## src/rtl/booth_mult.sv

```systemverilog
// Sequential signed multiplier using radix-2 Booth recoding, one add/sub/shift step per clock.
// Operands are captured on start; the result is registered and flagged by a one-cycle done pulse.
module booth_mult #(
  parameter int unsigned WIDTH = 8
) (
  input  logic                 clk,
  input  logic                 reset,
  input  logic                 start,
  input  logic [WIDTH-1:0]     multiplicand,
  input  logic [WIDTH-1:0]     multiplier,
  output logic [2*WIDTH-1:0]   product,
  output logic                 busy,
  output logic                 done
);

  localparam int unsigned CntW = $clog2(WIDTH + 1);

  typedef enum logic [1:0] {StIdle, StCalc, StDone} state_e;

  state_e            state_q;
  logic [WIDTH:0]    a_q;
  logic [WIDTH:0]    m_q;
  logic [WIDTH-1:0]  q_q;
  logic              qm1_q;
  logic [CntW-1:0]   cnt_q;

  logic [WIDTH:0]    a_sum;
  logic [WIDTH:0]    a_shift;
  logic [WIDTH-1:0]  q_shift;
  logic              qm1_shift;

  // A is one bit wider than the operands so adding/subtracting the most negative M cannot overflow.
  always_comb begin
    a_sum = a_q;
    unique case ({q_q[0], qm1_q})
      2'b01:   a_sum = a_q + m_q;
      2'b10:   a_sum = a_q - m_q;
      default: a_sum = a_q;
    endcase
    {a_shift, q_shift, qm1_shift} = {a_sum[WIDTH], a_sum, q_q};
  end

  always_ff @(posedge clk) begin
    if (!reset) begin
      state_q <= StIdle;
      a_q     <= '0;
      m_q     <= '0;
      q_q     <= '0;
      qm1_q   <= 1'b0;
      cnt_q   <= '0;
      product <= '0;
      busy    <= 1'b0;
      done    <= 1'b0;
    end else begin
      done <= 1'b0;
      case (state_q)
        StIdle: begin
          if (start) begin
            m_q     <= {multiplicand[WIDTH-1], multiplicand};
            q_q     <= multiplier;
            a_q     <= '0;
            qm1_q   <= 1'b0;
            cnt_q   <= CntW'(WIDTH);
            busy    <= 1'b1;
            state_q <= StCalc;
          end
        end
        StCalc: begin
          a_q   <= a_shift;
          q_q   <= q_shift;
          qm1_q <= qm1_shift;
          cnt_q <= cnt_q - CntW'(1);
          if (cnt_q == CntW'(1)) begin
            state_q <= StDone;
          end
        end
        StDone: begin
          product <= {a_q[WIDTH-1:0], q_q};
          done    <= 1'b1;
          busy    <= 1'b0;
          state_q <= StIdle;
        end
        default: begin
          state_q <= StIdle;
          busy    <= 1'b0;
        end
      endcase
    end
  end

endmodule

```

## config.mk

```make
export PLATFORM = sky130hd
export DESIGN_NAME = booth_mult
export DESIGN_NICKNAME = d
export VERILOG_FILES = /design/src/rtl/booth_mult.sv
export SDC_FILE = /design/constraint.sdc
export NUM_CORES = 1
export LEC_CHECK = 0
export ABC_AREA = 1
export CORE_MARGIN = 2
export CORE_UTILIZATION = 48
export DETAILED_ROUTE_END_ITERATION = 10
export GPL_TIMING_DRIVEN = 0
export HOLD_SLACK_MARGIN = 0.06
export PLACE_DENSITY = 0.82
export SLEW_MARGIN = 20
export SYNTH_ARGS = -nofsm -noshare
export SYNTH_HDL_FRONTEND = slang
export SYNTH_SLANG_ARGS = --single-unit
export TNS_END_PERCENT = 20
```

## constraint.sdc

```tcl
create_clock -name clk -period 2 [get_ports clk]
set_input_delay 0.6 -clock clk [delete_from_list [all_inputs] [get_ports clk]]
set_output_delay 0.6 -clock clk [all_outputs]
set_load 0.01 [all_outputs]
```

# Word level (Yosys, flattened, before mapping)
# Cells that the tools add are included.
dict set report word_totals {
  register_bits 50
}
dict set report op_classes {
  addsub 3
  n_eq_ne 7
  n_mux 15
  bitwise 1
  n_reduce_logical 6
}
# op n
set op_table {}
lappend op_table {{case mux 9 bit (2 select lines)} 2}
lappend op_table {{case mux 8 bit (2 select lines)} 1}
lappend op_table {{adder 9 bit} 1}
lappend op_table {{2-to-1 mux 9 bit} 1}
lappend op_table {{subtractor 9 bit} 1}
lappend op_table {{2-to-1 mux 8 bit} 1}
lappend op_table {{case mux 4 bit (2 select lines)} 1}
lappend op_table {{AND reduction 2 bit} 4}
lappend op_table {{equality test 2 x 1 -> 1 bit, second input constant} 2}
lappend op_table {{equality test 2 bit, second input constant} 2}
lappend op_table {{equality test 4 x 1 -> 1 bit, second input constant} 1}
lappend op_table {{2-to-1 mux 2 bit} 2}
lappend op_table {{2-to-1 mux 4 bit} 1}
lappend op_table {{!= test 2 bit, second input constant} 2}
lappend op_table {{case mux 1 bit (2 select lines)} 2}
lappend op_table {{case mux 2 bit (2 select lines)} 1}
lappend op_table {{subtractor 4 x 1 -> 4 bit, second input constant} 1}
lappend op_table {{2-to-1 mux 1 bit} 3}
lappend op_table {{logical NOT 2 bit} 1}
lappend op_table {{nonzero test 2 bit} 1}
lappend op_table {{NOT 1 bit} 1}

# Longest topological paths before layout
# Gate-level depths: netlist of the first run.
dict set report depth {
  depth_word 3
  depth_mapped 17
  depth_no_buf 17
}

# Worst setup path after synthesis of the first run
# No wires, ideal clock.
dict set report synth_timing {
  path_type {reg-to-reg}
  startpoint {reg qm1_q}
  endpoint {reg a_q[7]}
  setup_time_ns 0.109
  t_arrival_ns 2.084
  required_ns 1.891
  slack_ns -0.192
  stages_incl_launch_ff 15
  synth_period_minus_slack_ns 2.192
  path_cell_list {dfxtp_1 -> inv_1 -> ha_1 -> clkbuf_1 -> or2_2 -> xor2_1 -> inv_1 -> ha_1 -> a21oi_1 -> o21bai_1 -> nand2b_1 -> nand3_1 -> nand3_1 -> nand2_1 -> inv_1}
}
dict set report synth_via {
  elab_chain_len 3
  elab_cells_between_ends 4
  cone_classes {eq/ne: 2; mux: 2}
}
# item line
set synth_lines {}
lappend synth_lines {{start: declaration} 24} ;# logic qm1_q;
lappend synth_lines {{start signal: assignment} 71} ;# qm1_q <= qm1_shift;
lappend synth_lines {{equality test 2 bit or equality test 2 x 1 -> 1 bit (tied branches)} 35} ;# unique case ({q_q[0], qm1_q})
lappend synth_lines {{case mux 9 bit (2 select lines) *} 35}
lappend synth_lines {{case mux 9 bit (2 select lines) *} 56} ;# case (state_q)
lappend synth_lines {{end signal: assignment} 69} ;# a_q <= a_shift;
lappend synth_lines {{end: declaration} 21} ;# logic [WIDTH:0] a_q;
# Mark *: on every way between the ends. The rest lies on a longest branch, timed or not.
# A chain may end at the register's enable or synchronous reset.

# Worst setup path in the final report of the first run
dict set report layout_timing {
  startpoint {reg m_q[1]}
  endpoint {reg a_q[5]}
}
dict set report layout_via {
  elab_chain_len 3
  elab_cells_between_ends 4
  cone_classes {add/sub: 2; mux: 2}
}
# item line
set layout_lines {}
lappend layout_lines {{start: declaration} 22} ;# logic [WIDTH:0] m_q;
lappend layout_lines {{start signal: assignment} 59} ;# m_q <= {multiplicand[WIDTH-1], multiplicand};
lappend layout_lines {{subtractor 9 bit or adder 9 bit (tied branches)} {37, 36}}
lappend layout_lines {{case mux 9 bit (2 select lines) *} 35}
lappend layout_lines {{case mux 9 bit (2 select lines) *} 56}
# Marked as above.

==> results.md, run 1 <==
| Step | Quantity | This run |
|---|---|---|
| run status | Status | finished with violations |
| run status | Violated checks | setup timing |
| power | Total leakage power | 1.36 nW |
| clock tree | Clock slew at reported path FFs | 0.09 ns |
| clock tree | Total clock sinks | 49 |
| final layout | Layout area overhead | 34.0% |
| detailed routing | Average wire per cell in the routed design | 13.7 um |
| power | Fraction of power consumed by sequential logic | 43.2% |
| clock tree | CTS tree | yes |
| critical path | Worst path max stage delay | 0.35 ns |
| final layout | Net count reported at finish | 415 |
| power | Areal power density over the cells | 779 nW/um^2 |
| min path | Kind of path behind the tightest hold check | reg2reg |
| clock tree | Maximum count of clock buffers along a single path | 2 |
| synthesis | Yosys reg bits | 49 |
| placement | Count of buffers from port buffering | 36 |
| power | Combinational fraction of design power | 34.1% |
| power | Total power of the final layout | 0.00253 W |
| final layout | Total inserted antenna cells | 0 |
| die | Die area | 5640 sq um |
| detailed routing | Mean number of vias per cell | 5.29 |
| sta | Final Worst Setup Slack | -0.0957 ns |
| sta | Part of the cycle the worst path needs | 105% |
| synthesis | Top cells by area, synth | sky130_fd_sc_hd__dfxtp_1, sky130_fd_sc_hd__a21oi_1, sky130_fd_sc_hd__nand2_1 |
| synthesis | Post-synth top area cell | sky130_fd_sc_hd__dfxtp_1 |
| power | Internal portion of total power | 0.00167 W |
| critical path | Top cell family by delay on the critical path | simple AND/OR/NAND/NOR gates |
| synthesis | Post-synthesis sequential area ratio | 40.4% |
| critical path | CP cell instances | inv_4 -> ha_4 -> inv_2 -> nor2_4 -> inv_2 -> o21ai_2 -> xnor2_1 -> inv_1 -> ha_4 -> nand2_4 -> or2_4 -> nand3_2 -> nand2_1 -> nand3_1 -> a21oi_1 |
| synthesis | Instance count of the mapped netlist | 330 |
| die | Placement Rows | 25 |
| global routing | Remaining global-route overflow | 0 |
| global routing | Vias in the first global route | 2270 |
| critical path | Startpoint-to-endpoint class of the critical path | reg2reg |
| die | Area of the core | 4790 sq um |
| critical path | Worst EP arrival | 2.29 ns |
| placement | Instance area at placement | 2910 sq um |
| synthesis | Post-Synthesis Mean Instance Area | 7.36 sq um |
| die | Top Ports | 37 |
| sta | Final-report max-slew violation count | 0 |
| power | IR drop worst, VDD | 581 uV |
| global routing | Initial antenna violation count | 0 |
| power | Switch Pwr | 0.000862 W |
| critical path | CP endpoint kind | register |
| critical path | Required time of the critical path | 2.20 ns |
| critical path | Max Fanout on Critical Path | 4 |
| critical path | Critical Path Start Type | register |
| sta | Worst Tran Pin Value | 0.518 ns |
| clock tree | CTS root buf | sky130_fd_sc_hd__clkbuf_8 |
| final layout | Cell area after layout | 3250 sq um |
| critical path | Critical path buffer and inverter count | 4 |
| detailed routing | Detailed-router iteration count before antenna repair | 4 |
| sta | Final TNS setup | -0.212 ns |
| synthesis | Number of warnings issued by yosys | 0 |
| clock tree | # H-tree levels | 2 |
| synthesis | Net count of the mapped netlist | 362 |
| power | Switching part of the total power | 34.1% |
| detailed routing | Count of vias placed by the detailed router | 2388 |
| sta | Maximum frequency from static timing analysis | 477 MHz |
| final layout | Most frequent standard cell in the layout excluding fill and tap cells | sky130_fd_sc_hd__dfxtp_1 |
| synthesis | Synth top area share | 40.4% |
| final layout | Share of final-layout standard cells stronger than drive strength 1 | 18.0% |
| sta | RSZ-0062 raised after global routing | yes |
| sta | Worst Clk Skew | 0.00470 ns |
| detailed routing | Final Routed Wirelength | 6190 um |
| sta | Fin crit period | 2.10 ns |
| detailed routing | DRC | 0 |
| global routing | Largest net degree at the start of global routing | 16 |
| global routing | Overall global routing resource usage | 24.1% |
| detailed routing | First DRT Iteration DRCs | 216 |
| die | Die Span Y | 75.1 um |
| detailed routing | Post-route antenna net violation count | 0 |
| clock tree | Skew-Pair Late Insertion Delay | 0.30 ns |
| sta | Worst hold slack | 0.488 ns |
| job | Maximum Capacitance Violations | 0 |
| placement | Final HPWL DP | 4360 um |
| global routing | First-pass GRT wire length | 10300 um |
| die | Die width | 75.1 um |
| sta | Count of final setup violators | 4 |
| synthesis | Number of unique standard cell types used by synthesis | 33 |
| placement | Final weighted congestion in routability-driven placement | 0.881 |
| power | Clk network pwr share | 22.8% |
| sta | Worst rel slew slack | 65.4% |
| die | Starting utilization of the core area | 50.7% |
| synthesis | Post-synthesis instance area | 2430 sq um |
| final layout | Most used cells in the layout excluding fill and tap cells | sky130_fd_sc_hd__dfxtp_1, sky130_fd_sc_hd__nand2_1, sky130_fd_sc_hd__nor2_1, sky130_fd_sc_hd__a21oi_1, sky130_fd_sc_hd__clkdlybuf4s50_1 |
| clock tree | Total CTS buffers | 5 |
| critical path | Worst path slowest cell | sky130_fd_sc_hd__dfxtp_2 |
| sta | Number of hold violations in the final report | 0 |
-- through the flow --
| stage | utilization [%] | std cells | setup WS [ns] |
|---|---|---|---|
| after floorplan | - | 330 | -0.00356 |
| after global placement | 60.8 | 433 | -0.195 |
| after detailed placement | 60.8 | 433 | -0.218 |
| after CTS | 67.3 | 451 | -0.0500 |
| after global routing | 67.9 | 451 | -0.180 |
| final | 67.9 | 451 | -0.0957 |
-- per-layer routing --
metal  wire (um)  global-route usage, %  part of all wire, %  vias up
met2        3130                   43.3                   51       46
li1            -                      -                    -     1201
met1        2770                   29.3                   45     1130
met3         179                   3.88                  2.9       11
met5           0                      0                    0        -
met4         115                   8.13                  1.9        0
-- flip-flops by register name (all words and copies together) (netlist names) --
name and flops:
a_q 8, busy 1, cnt_q 4, done 1
m_q 8, product 16, q_q 8, qm1_q 1
state_q 2
-- tightest hold or removal path: cells and delay by family (launching register included) --
| family | cells | cell delay (ns) |
|---|---|---|
| flip-flops | 1 | 0.33 |
| AND/OR/NAND/NOR | 1 | 0.07 |
| AO/OA/AOI/OAI | 1 | 0.06 |
-- cells in the mapped netlist (all sizes together) --
| library cell | count |
|---|---|
| dfxtp | 49 |
| nand2 | 48 |
| nor2 | 44 |
| a21oi | 42 |
| inv | 39 |
| o21ai | 35 |
| nand3 | 13 |
| ha | 12 |
| buf | 6 |
| clkbuf | 6 |
| a22oi | 5 |
| a31oi | 5 |
| nor3 | 4 |
| nand4 | 3 |
| xnor2 | 3 |
| xor2 | 3 |
| o32ai | 2 |
| or2 | 2 |
| a211oi | 1 |
| a311oi | 1 |
| clkinv | 1 |
| fa | 1 |
| nand2b | 1 |
| nand3b | 1 |
| o21a | 1 |
| o21bai | 1 |
| o22ai | 1 |
-- power groups by stage --
stage          logic, W  registers (W)  clock network (W)
3_3_place_gp   0.000624        0.00110                  0
3_5_place_dp   0.000640        0.00111                  0
4_1_cts        0.000813        0.00109           0.000575
5_1_grt        0.000951        0.00110           0.000620
2_1_floorplan  0.000479        0.00110                  0
6_report       0.000863        0.00109           0.000576
-- area by class of cell --
| cell class | instances | area [sq um] |
|---|---|---|
| Timing Repair Buffer | 47 | 443 |
| Clock buffer | 5 | 68.8 |
| Buffer | 11 | 51.3 |
| Inverter | 40 | 155 |
| Multi-Input combinational cell | 229 | 1450 |
| Tap cell | 67 | 83.8 |
| Fill cell | 399 | 1530 |
| Sequential cell | 49 | 987 |
| Clock inverter | 3 | 17.5 |
-- path summary, 6_finish.rpt --
| kind | startpoint | cells after the start | endpoint | slack (ns) |
|---|---|---|---|---|
| max | m_q[1] | 15 | a_q[5] | -0.1 |
| min | q_q[1] | 2 | q_q[1] | 0.49 |
| max reg2reg | m_q[1] | 15 | a_q[5] | -0.1 |
| min reg2reg | q_q[1] | 2 | q_q[1] | 0.49 |
-- kinds of logic (layout without fill, tap and decap cells) --
kind of cell,count (synthesis),after routing,share of synthesized area [%]
flip-flops,49,49,40.4
XOR/XNOR,6,6,2.17
adder cells (fa/ha/maj),13,13,7.01
buffers and inverters,52,106,8.45
AO/OA/AOI/OAI,94,94,21.0
AND/OR/NAND/NOR,116,116,21.0
-- what timing repair did --
item / in CTS / in global routing
setup endpoints to repair: 6 / 6
pin swaps: 16 / 12
buffers inserted: 11 / 0
gates cloned: 0 / 0
gates resized for setup: 34 / 7
hold buffers: 0 / 0
No activity file was read; power rests on OpenSTA's default activity.
==> inputs of run 2 (changes only) <==
--- a/config.mk
+++ b/config.mk
@@ -8,6 +8,7 @@
 export ABC_AREA = 1
 export CORE_MARGIN = 2
 export CORE_UTILIZATION = 48
+export CTS_CLUSTER_SIZE = 16
 export DETAILED_ROUTE_END_ITERATION = 10
 export GPL_TIMING_DRIVEN = 0
 export HOLD_SLACK_MARGIN = 0.06
@@ -16,4 +17,4 @@
 export SYNTH_ARGS = -nofsm -noshare
 export SYNTH_HDL_FRONTEND = slang
 export SYNTH_SLANG_ARGS = --single-unit
-export TNS_END_PERCENT = 20
+export TNS_END_PERCENT = 10
==> results of run 2 <==
Final layout, timing and power as in run 1 (identical DEF).
==> inputs of run 3 (changes only) <==
--- a/config.mk
+++ b/config.mk
@@ -6,7 +6,7 @@
 export NUM_CORES = 1
 export LEC_CHECK = 0
 export ABC_AREA = 1
-export CORE_MARGIN = 2
+export CORE_MARGIN = 8
 export CORE_UTILIZATION = 48
 export CTS_CLUSTER_SIZE = 16
 export DETAILED_ROUTE_END_ITERATION = 10
==> results.md, run 3 (same netlist as run 1, synthesis figures left out) <==
| Step | Quantity | This run |
|---|---|---|
| run status | Status | finished with violations |
| run status | Violated checks | setup timing |
| min path | Hold Startpoint | cnt_q[3] |
| clock tree | Total CTS buffers | 5 |
| final layout | Share of final-layout standard cells stronger than drive strength 1 | 17.8% |
| sta | Final Worst Setup Slack | -0.118 ns |
| detailed routing | Average wire per cell in the routed design | 14.6 um |
| die | Area of the core | 4980 sq um |
| critical path | Reg2Reg Launch Point | m_q[1] |
| sta | Count of final setup violators | 4 |
| clock tree | Total clock sinks | 49 |
| detailed routing | First DRT Iteration DRCs | 139 |
| sta | Worst Tran Pin Value | 0.491 ns |
| detailed routing | Count of vias placed by the detailed router | 2366 |
| critical path | Startpoint-to-endpoint class of the critical path | reg2reg |
| global routing | Overall global routing resource usage | 17.5% |
| global routing | Initial antenna violation count | 0 |
| detailed routing | Post-route antenna net violation count | 0 |
| clock tree | Clock slew at reported path FFs | 0.09 ns |
| placement | Pre-CTS setup slack | -0.281 ns |
| clock tree | # H-tree levels | 2 |
| min path | Kind of path behind the tightest hold check | reg2reg |
| critical path | Max Fanout on Critical Path | 4 |
| min path | Hold Crit Endpoint | cnt_q[3] |
| clock tree | Skew-Pair Late Insertion Delay | 0.31 ns |
| critical path | CP endpoint kind | register |
| placement | Final HPWL DP | 4710 um |
| placement | Count of buffers from port buffering | 36 |
| job | Maximum Capacitance Violations | 0 |
| clock tree | CTS tree | yes |
| die | Die width | 87.1 um |
| die | Placement Rows | 26 |
| clock tree | Maximum count of clock buffers along a single path | 2 |
| critical path | Length in cells of the worst reg-to-reg path | 14 |
| sta | Worst rel slew slack | 67.2% |
| sta | Worst hold slack | 0.487 ns |
| critical path | Worst EP arrival | 2.37 ns |
| final layout | Largest register FFs | 16 |
| power | IR drop worst, VDD | 549 uV |
| sta | Worst Clk Skew | 0.0106 ns |
| global routing | Largest net degree at the start of global routing | 16 |
| critical path | Reg-to-reg critical path endpoint | a_q[5] |
| critical path | Required time of the critical path | 2.25 ns |
| global routing | Vias in the first global route | 2320 |
| final layout | Total inserted antenna cells | 0 |
| final layout | Most used cells in the layout excluding fill and tap cells | sky130_fd_sc_hd__nand2_1, sky130_fd_sc_hd__dfxtp_1, sky130_fd_sc_hd__nor2_1 |
| sta | Final-report max-slew violation count | 0 |
| final layout | Register name with the most flops | product |
| die | Top Ports | 37 |
| clock tree | Hold-fix buffer count after cts | 0 |
| final layout | Net count reported at finish | 413 |
| die | Starting utilization of the core area | 48.8% |
| critical path | Setup slack of the most critical reg-to-reg path | -0.12 ns |
| placement | Final weighted congestion in routability-driven placement | 0.872 |
| detailed routing | Final Routed Wirelength | 6590 um |
| placement | Instance area at placement | 2910 sq um |
| final layout | Layout area overhead | 33.4% |
| power | Total leakage power | 1.34 nW |
| sta | RSZ-0062 raised after global routing | yes |
| min path | Cell depth of the worst hold path | 1 |
| global routing | First-pass GRT wire length | 10600 um |
| power | Areal power density over the cells | 785 nW/um^2 |
| final layout | Cell area after layout | 3240 sq um |
| sta | Part of the cycle the worst path needs | 106% |
| clock tree | CTS root buf | sky130_fd_sc_hd__clkbuf_8 |
| detailed routing | Mean number of vias per cell | 5.23 |
| detailed routing | Detailed-router iteration count before antenna repair | 4 |
| die | Die area | 7590 sq um |
| critical path | Critical Path Start Type | register |
| sta | Number of hold violations in the final report | 0 |
| sta | Fin crit period | 2.12 ns |
| global routing | Remaining global-route overflow | 0 |
| sta | Maximum frequency from static timing analysis | 472 MHz |
| die | Die Span Y | 87.1 um |
| detailed routing | DRC | 0 |
==> run 3: cell count changes in the layout (fill, tap and decap cells not counted), sizes merged <==
cell  delta
buf      -2
==> run 3: critical path: stages (launching register included) <==
cell	delay, ns
sky130_fd_sc_hd__dfxtp_2	0.35
sky130_fd_sc_hd__inv_4	0.07
sky130_fd_sc_hd__ha_4	0.13
sky130_fd_sc_hd__inv_2	0.05
sky130_fd_sc_hd__nor2_4	0.12
sky130_fd_sc_hd__inv_2	0.07
sky130_fd_sc_hd__o21ai_2	0.13
sky130_fd_sc_hd__xnor2_1	0.13
sky130_fd_sc_hd__inv_1	0.10
sky130_fd_sc_hd__ha_4	0.32
sky130_fd_sc_hd__nand2_4	0.06
sky130_fd_sc_hd__or2_4	0.23
sky130_fd_sc_hd__nand4_1	0.11
sky130_fd_sc_hd__nand3_2	0.09
sky130_fd_sc_hd__a21oi_2	0.11
==> run 3: layout make-up <==
type	instances	area, sq um
Timing Repair Buffer	45	428
Tap cell	70	87.6
Clock buffer	5	68.8
Multi-Input combinational cell	229	1440
Clock inverter	3	17.5
Fill cell	435	1740
Inverter	40	155
Buffer	11	51.3
Sequential cell	49	987
==> run 3: metrics by stage <==
step	power, W	utilization [%]	instances	TNS, ns
global placement	0.00173	58.5	436	-1.06
floorplan	0.00157	-	330	-0.00356
CTS	0.00249	64.0	451	-0.214
detailed placement	0.00175	58.5	436	-1.85
finish	0.00254	65.1	452	-0.299
global route	0.00267	65.1	452	-0.860
==> run 3: what timing repair did <==
| item | CTS | global route |
|---|---|---|
| setup buffers | 8 | 1 |
| endpoints found under the setup margin | 7 | 7 |
| resized for setup | 33 | 10 |
| pin swaps | 16 | 10 |
==> run 3: worst max-delay path by stage <==
stage / to / slack (ns) / cells after the start / start
after CTS: a_q[5] / -0.07 / 14 / m_q[1]
after global placement: a_q[4] / -0.22 / 13 / m_q[0]
after floorplan: a_q[5] / -0.004 / 15 / m_q[0]
after global routing: a_q[4] / -0.22 / 16 / m_q[1]
after detailed placement: a_q[5] / -0.28 / 15 / m_q[0]
final: a_q[5] / -0.12 / 14 / m_q[1]
==> run 3: power by group <==
| group | total [W] | internal (W) | switching (W) | leakage (nW) |
|---|---|---|---|---|
| clock network | 0.000587 | 0.000242 | 0.000345 | 0.0439 |
| registers | 0.00110 | 0.00104 | 0.0000607 | 0.402 |
| logic | 0.000859 | 0.000387 | 0.000472 | 0.898 |
==> run 3: layer usage <==
| metal | vias to the layer above | global-route usage [%] | share of wire, % |
|---|---|---|---|
| met5 | - | 0 | 0 |
| met2 | 48 | 31.8 | 52 |
| met3 | 9 | 3.02 | 2.8 |
| li1 | 1194 | - | - |
| met4 | 0 | 5.94 | 1.6 |
| met1 | 1115 | 19.9 | 43 |
==> edit 1: new RTL, settings of run 1 <==
The parameter `WIDTH` goes from 8 to 4.
--- a/src/rtl/booth_mult.sv
+++ b/src/rtl/booth_mult.sv
@@ -3,3 +3,3 @@
 module booth_mult #(
-  parameter int unsigned WIDTH = 8
+  parameter int unsigned WIDTH = 4
 ) (
Interface: changed (resized multiplicand, multiplier and product); port bits go from 37 to 21. The function was not compared with the original's and may differ.
==> edit 1 against run 1 <==
Cell area fell by 48%. First-iteration DRC count fell by 89%. Combinational power fell by 57%. Total power fell by 52%. Synthesized area fell by 42%. Largest cell class unchanged. Routed wire length fell by 54%. Setup slack improved by 0.23 ns. Non-clock buffer count fell by 34. Clock power fell by 61%. Sequential cell count fell by 21. Critical path type unchanged. Hold slack got worse by 0.0089 ns. Clock skew fell by 0.0024 ns.
==> edit 1: results (changes against run 1) <==
{| class="wikitable"
! Metric !! Value
|-
| Status || finished, final reports clean
|-
| Launch point of the worst hold path || busy
|-
| Clock Skews || 0.00230 ns (-0.00240 ns)
|-
| Arr. time, crit path || 2.13 ns (-0.16 ns)
|-
| Postcts setup bufs || 0 (-11)
|-
| Port Buf Inserts || 20 (-44%)
|-
| Wire length of the first global-routing pass || 5010 um (-51%)
|-
| Via count of the first global-routing pass || 1213 (-47%)
|-
| Clock latency at the later pin of the worst-skew pair || 0.32 ns (+0.02 ns)
|-
| Placed wire-length estimate || 2300 um (-47%)
|-
| Final wirelength || 2870 um (-54%)
|-
| Cells taking the most area after synthesis || dfxtp_1, a21oi_1, ha_1
|-
| Met2 Routed Length || 1600 um (-49%)
|-
| Final Wtd Congestion || 0.877 (-0.45%)
|-
| Detailed-route vias per instance || 5.36 (+1.1%)
|-
| Maximum number of pins on one net before global-route repair || 15 (-1)
|-
| Routed metal-1 wire length || 1190 um (-57%)
|-
| Share of cells above drive strength 1 || 12.2% (-5.8 points)
|-
| Clock-pin transition on the worst setup and hold timing paths || 0.13 ns (+0.04 ns)
|-
| Hold path endpoint || busy
|-
| Largest vdd supply drop || 529 uV (-9.0%)
|-
| Destination of the worst register-to-register timing path || a_q[2]
|-
| Net total in the final layout || 219 (-47%)
|-
| Fraction of the yosys area taken by sequential cells || 40.0% (-0.38 points)
|-
| Distinct cells, synth || 28 (-15%)
|-
| H-tree levels || 1 (-1)
|-
| Number of buffers added by the clock tree synthesis step || 3 (-2)
|-
| Number of flip-flops in the largest register || 8 (-8)
|-
| Root buffer cell || clkbuf_4
|-
| Pleak || 0.675 nW (-50%)
|}
[edit 1: critical path, cell delays in order, from the launching register on]
cell	delay, ns
dfxtp_1	0.36
inv_1	0.08
ha_1	0.27
inv_1	0.03
o21ai_1	0.22
inv_1	0.07
ha_1	0.29
nand3b_1	0.13
nand3b_1	0.13
nand3_1	0.09
a21oi_1	0.14
[edit 1: final cells by class]
| type | instances | area, sq um |
|---|---|---|
| Fill cell | 248 | 1060 |
| Buffer | 4 | 30.0 |
| Sequential cell | 28 | 562 |
| Inverter | 28 | 110 |
| Multi-Input combinational cell | 114 | 729 |
| Timing Repair Buffer | 20 | 200 |
| Tap cell | 31 | 38.8 |
| Clock buffer | 3 | 22.5 |
[edit 1: routing by layer]
metal / track usage (%) / vias up
li1: - / 624
met1: 20.7 / 578
met2: 37.7 / 17
met3: 2.90 / 2
met4: 5.32 / 0
met5: 0 / -
[edit 1: cells by family (layout without fill, tap and decap cells)]
family	count (synthesis)	after routing	share of synthesized area [%]
AO/OA/AOI/OAI	57	57	22.1
adder cells (fa/ha/maj)	9	9	8.58
buffers and inverters	32	55	10.0
flip-flops	28	28	40.0
AND/OR/NAND/NOR	45	45	17.4
XOR/XNOR	3	3	1.88
[edit 1: metrics by stage]
step / utilization (%) / setup WS, ns / hold WS, ns / area [sq um] / cells
global placement: 59.4 / 0.0691 / 0.455 / 1640 / 225
global route: 61.4 / 0.0327 / 0.515 / 1690 / 228
finish: 61.4 / 0.132 / 0.479 / 1690 / 228
CTS: 60.3 / 0.0294 / 0.482 / 1660 / 228
detailed placement: 59.4 / 0.0609 / 0.464 / 1640 / 225
floorplan: - / 0.214 / 0.443 / 1400 / 174
[edit 1: worst max-delay path by stage]
stage                     slack (ns)  startpoint  endpoint
after CTS                       0.03      m_q[0]    a_q[2]
after global placement          0.07      m_q[0]    a_q[3]
after global routing            0.03      m_q[0]    a_q[3]
final                           0.13      m_q[1]    a_q[2]
after detailed placement        0.06      m_q[0]    a_q[3]
after floorplan                 0.21      m_q[0]    a_q[3]
[edit 1: power by group]
| part | switching (mW) | internal (mW) | total, mW |
|---|---|---|---|
| clock network | 0.153 | 0.0707 | 0.224 |
| registers | 0.0275 | 0.597 | 0.625 |
| logic | 0.211 | 0.160 | 0.371 |
[edit 1: what timing repair did]
action,4_1_cts,5_1_grt
setup endpoints to repair,0,3
resized for setup,0,8
hold buffers,0,0
==> edit 2: new RTL, settings of run 1 <==
Made on the original files. Encoding of `state_e`: now one-hot (3 bits for 3 states).
--- a/src/rtl/booth_mult.sv
+++ b/src/rtl/booth_mult.sv
@@ -17,3 +17,3 @@
 
-  typedef enum logic [1:0] {StIdle, StCalc, StDone} state_e;
+  typedef enum logic [2:0] {StIdle = 3'b001, StCalc = 3'b010, StDone = 3'b100} state_e;
 
Check against the original RTL: no difference found for any inputs over 10 cycles, from zero or initial values and one cycle with reset low; not proved beyond that.
==> edit 2 against run 1 <==
The flow still finishes with violations (setup timing). Setup slack got worse by 0.058 ns. Clock skew up 0.0015 ns. Cell area is 0.15% lower. Sequential share of layout area is 0.70 points higher. Combinational power shrank 13%. Synthesized area up 4.3%. Total power fell by 2.5%. Clock power increased by 5.2%. Routed wire length increased by 3.1%. Critical path depth is 4 higher. Sequential cell count increased by 1.
==> edit 2: results (changes against run 1) <==
{| class="wikitable"
! Metric !! Value
|-
| Final Wtd Congestion || 0.845 (-4.0%)
|-
| Share of the final layout cell area in multi-input gates || 43.7% (-0.74 points)
|-
| Via count of the first global-routing pass || 2406 (+6.0%)
|-
| Final wirelength || 6380 um (+3.1%)
|-
| Post-route core utilization || 63.6% (-4.4 points)
|-
| Status || complete, but fails checks
|-
| Violations in the final reports || setup timing
|-
| Arr. time, crit path || 2.39 ns (+0.10 ns)
|-
| Reg-to-reg startpoint || m_q[0]
|-
| Detailed-route vias per instance || 5.33 (+0.63%)
|-
| Postcts setup bufs || 3 (-8)
|-
| Wire length of the first global-routing pass || 10800 um (+4.5%)
|-
| GR Util All Layers || 22.4% (-1.7 points)
|-
| Largest vdd supply drop || 526 uV (-9.5%)
|-
| Data buffer area share || 14.7% (-0.48 points)
|-
| Top post-synthesis cells by count || dfxtp_1, nand2_1, nor2_1
|-
| Clock-cell share of area || 2.81% (+0.16 points)
|-
| Switching fraction of total power || 32.1% (-1.9 points)
|-
| Number of combinational gates with multiple inputs || 239 (+4.4%)
|-
| Placed Instance Area || 3000 sq um (+3.2%)
|-
| Min setup slack post-route || -0.153 ns (-0.0578 ns)
|-
| Cell Count Post-Placement || 449 (+3.7%)
|-
| Worst Max-Slew Pin Slew || 0.530 ns (+0.0115 ns)
|-
| Average cell area after synthesis || 7.38 sq um (+0.38%)
|-
| Final setup violation count || 4 (unchanged)
|-
| Hold slack || 0.500 ns (+0.0122 ns)
|}
-- edit 2: cell types whose count changed after synthesis, moves of 3 or more --
| cell | delta |
|---|---|
| o21ai_1 | +5 |
| nor2_1 | +3 |
| o21ai_0 | +7 |
| a21oi_1 | -10 |
| a22oi_1 | -4 |
| a31oi_1 | +3 |
| nand3_1 | +3 |
| clkbuf_1 | -3 |
-- edit 2: kinds of logic after synthesis --
group,synth area share (%)
XOR/XNOR,2.42
flip-flops,39.5
buffers and inverters,9.09
adder cells (fa/ha/maj),6.72
AO/OA/AOI/OAI,20.5
AND/OR/NAND/NOR,21.8
-- edit 2: metrics by stage --
step / power [mW] / worst slack, ns / setup TNS [ns]
2_1_floorplan: 1.58 / -0.0286 / -0.0286
3_3_place_gp: 1.72 / -0.223 / -0.789
3_5_place_dp: 1.74 / -0.281 / -1.07
4_1_cts: 2.42 / -0.236 / -0.659
5_1_grt: 2.63 / -0.347 / -1.65
6_report: 2.47 / -0.153 / -0.494
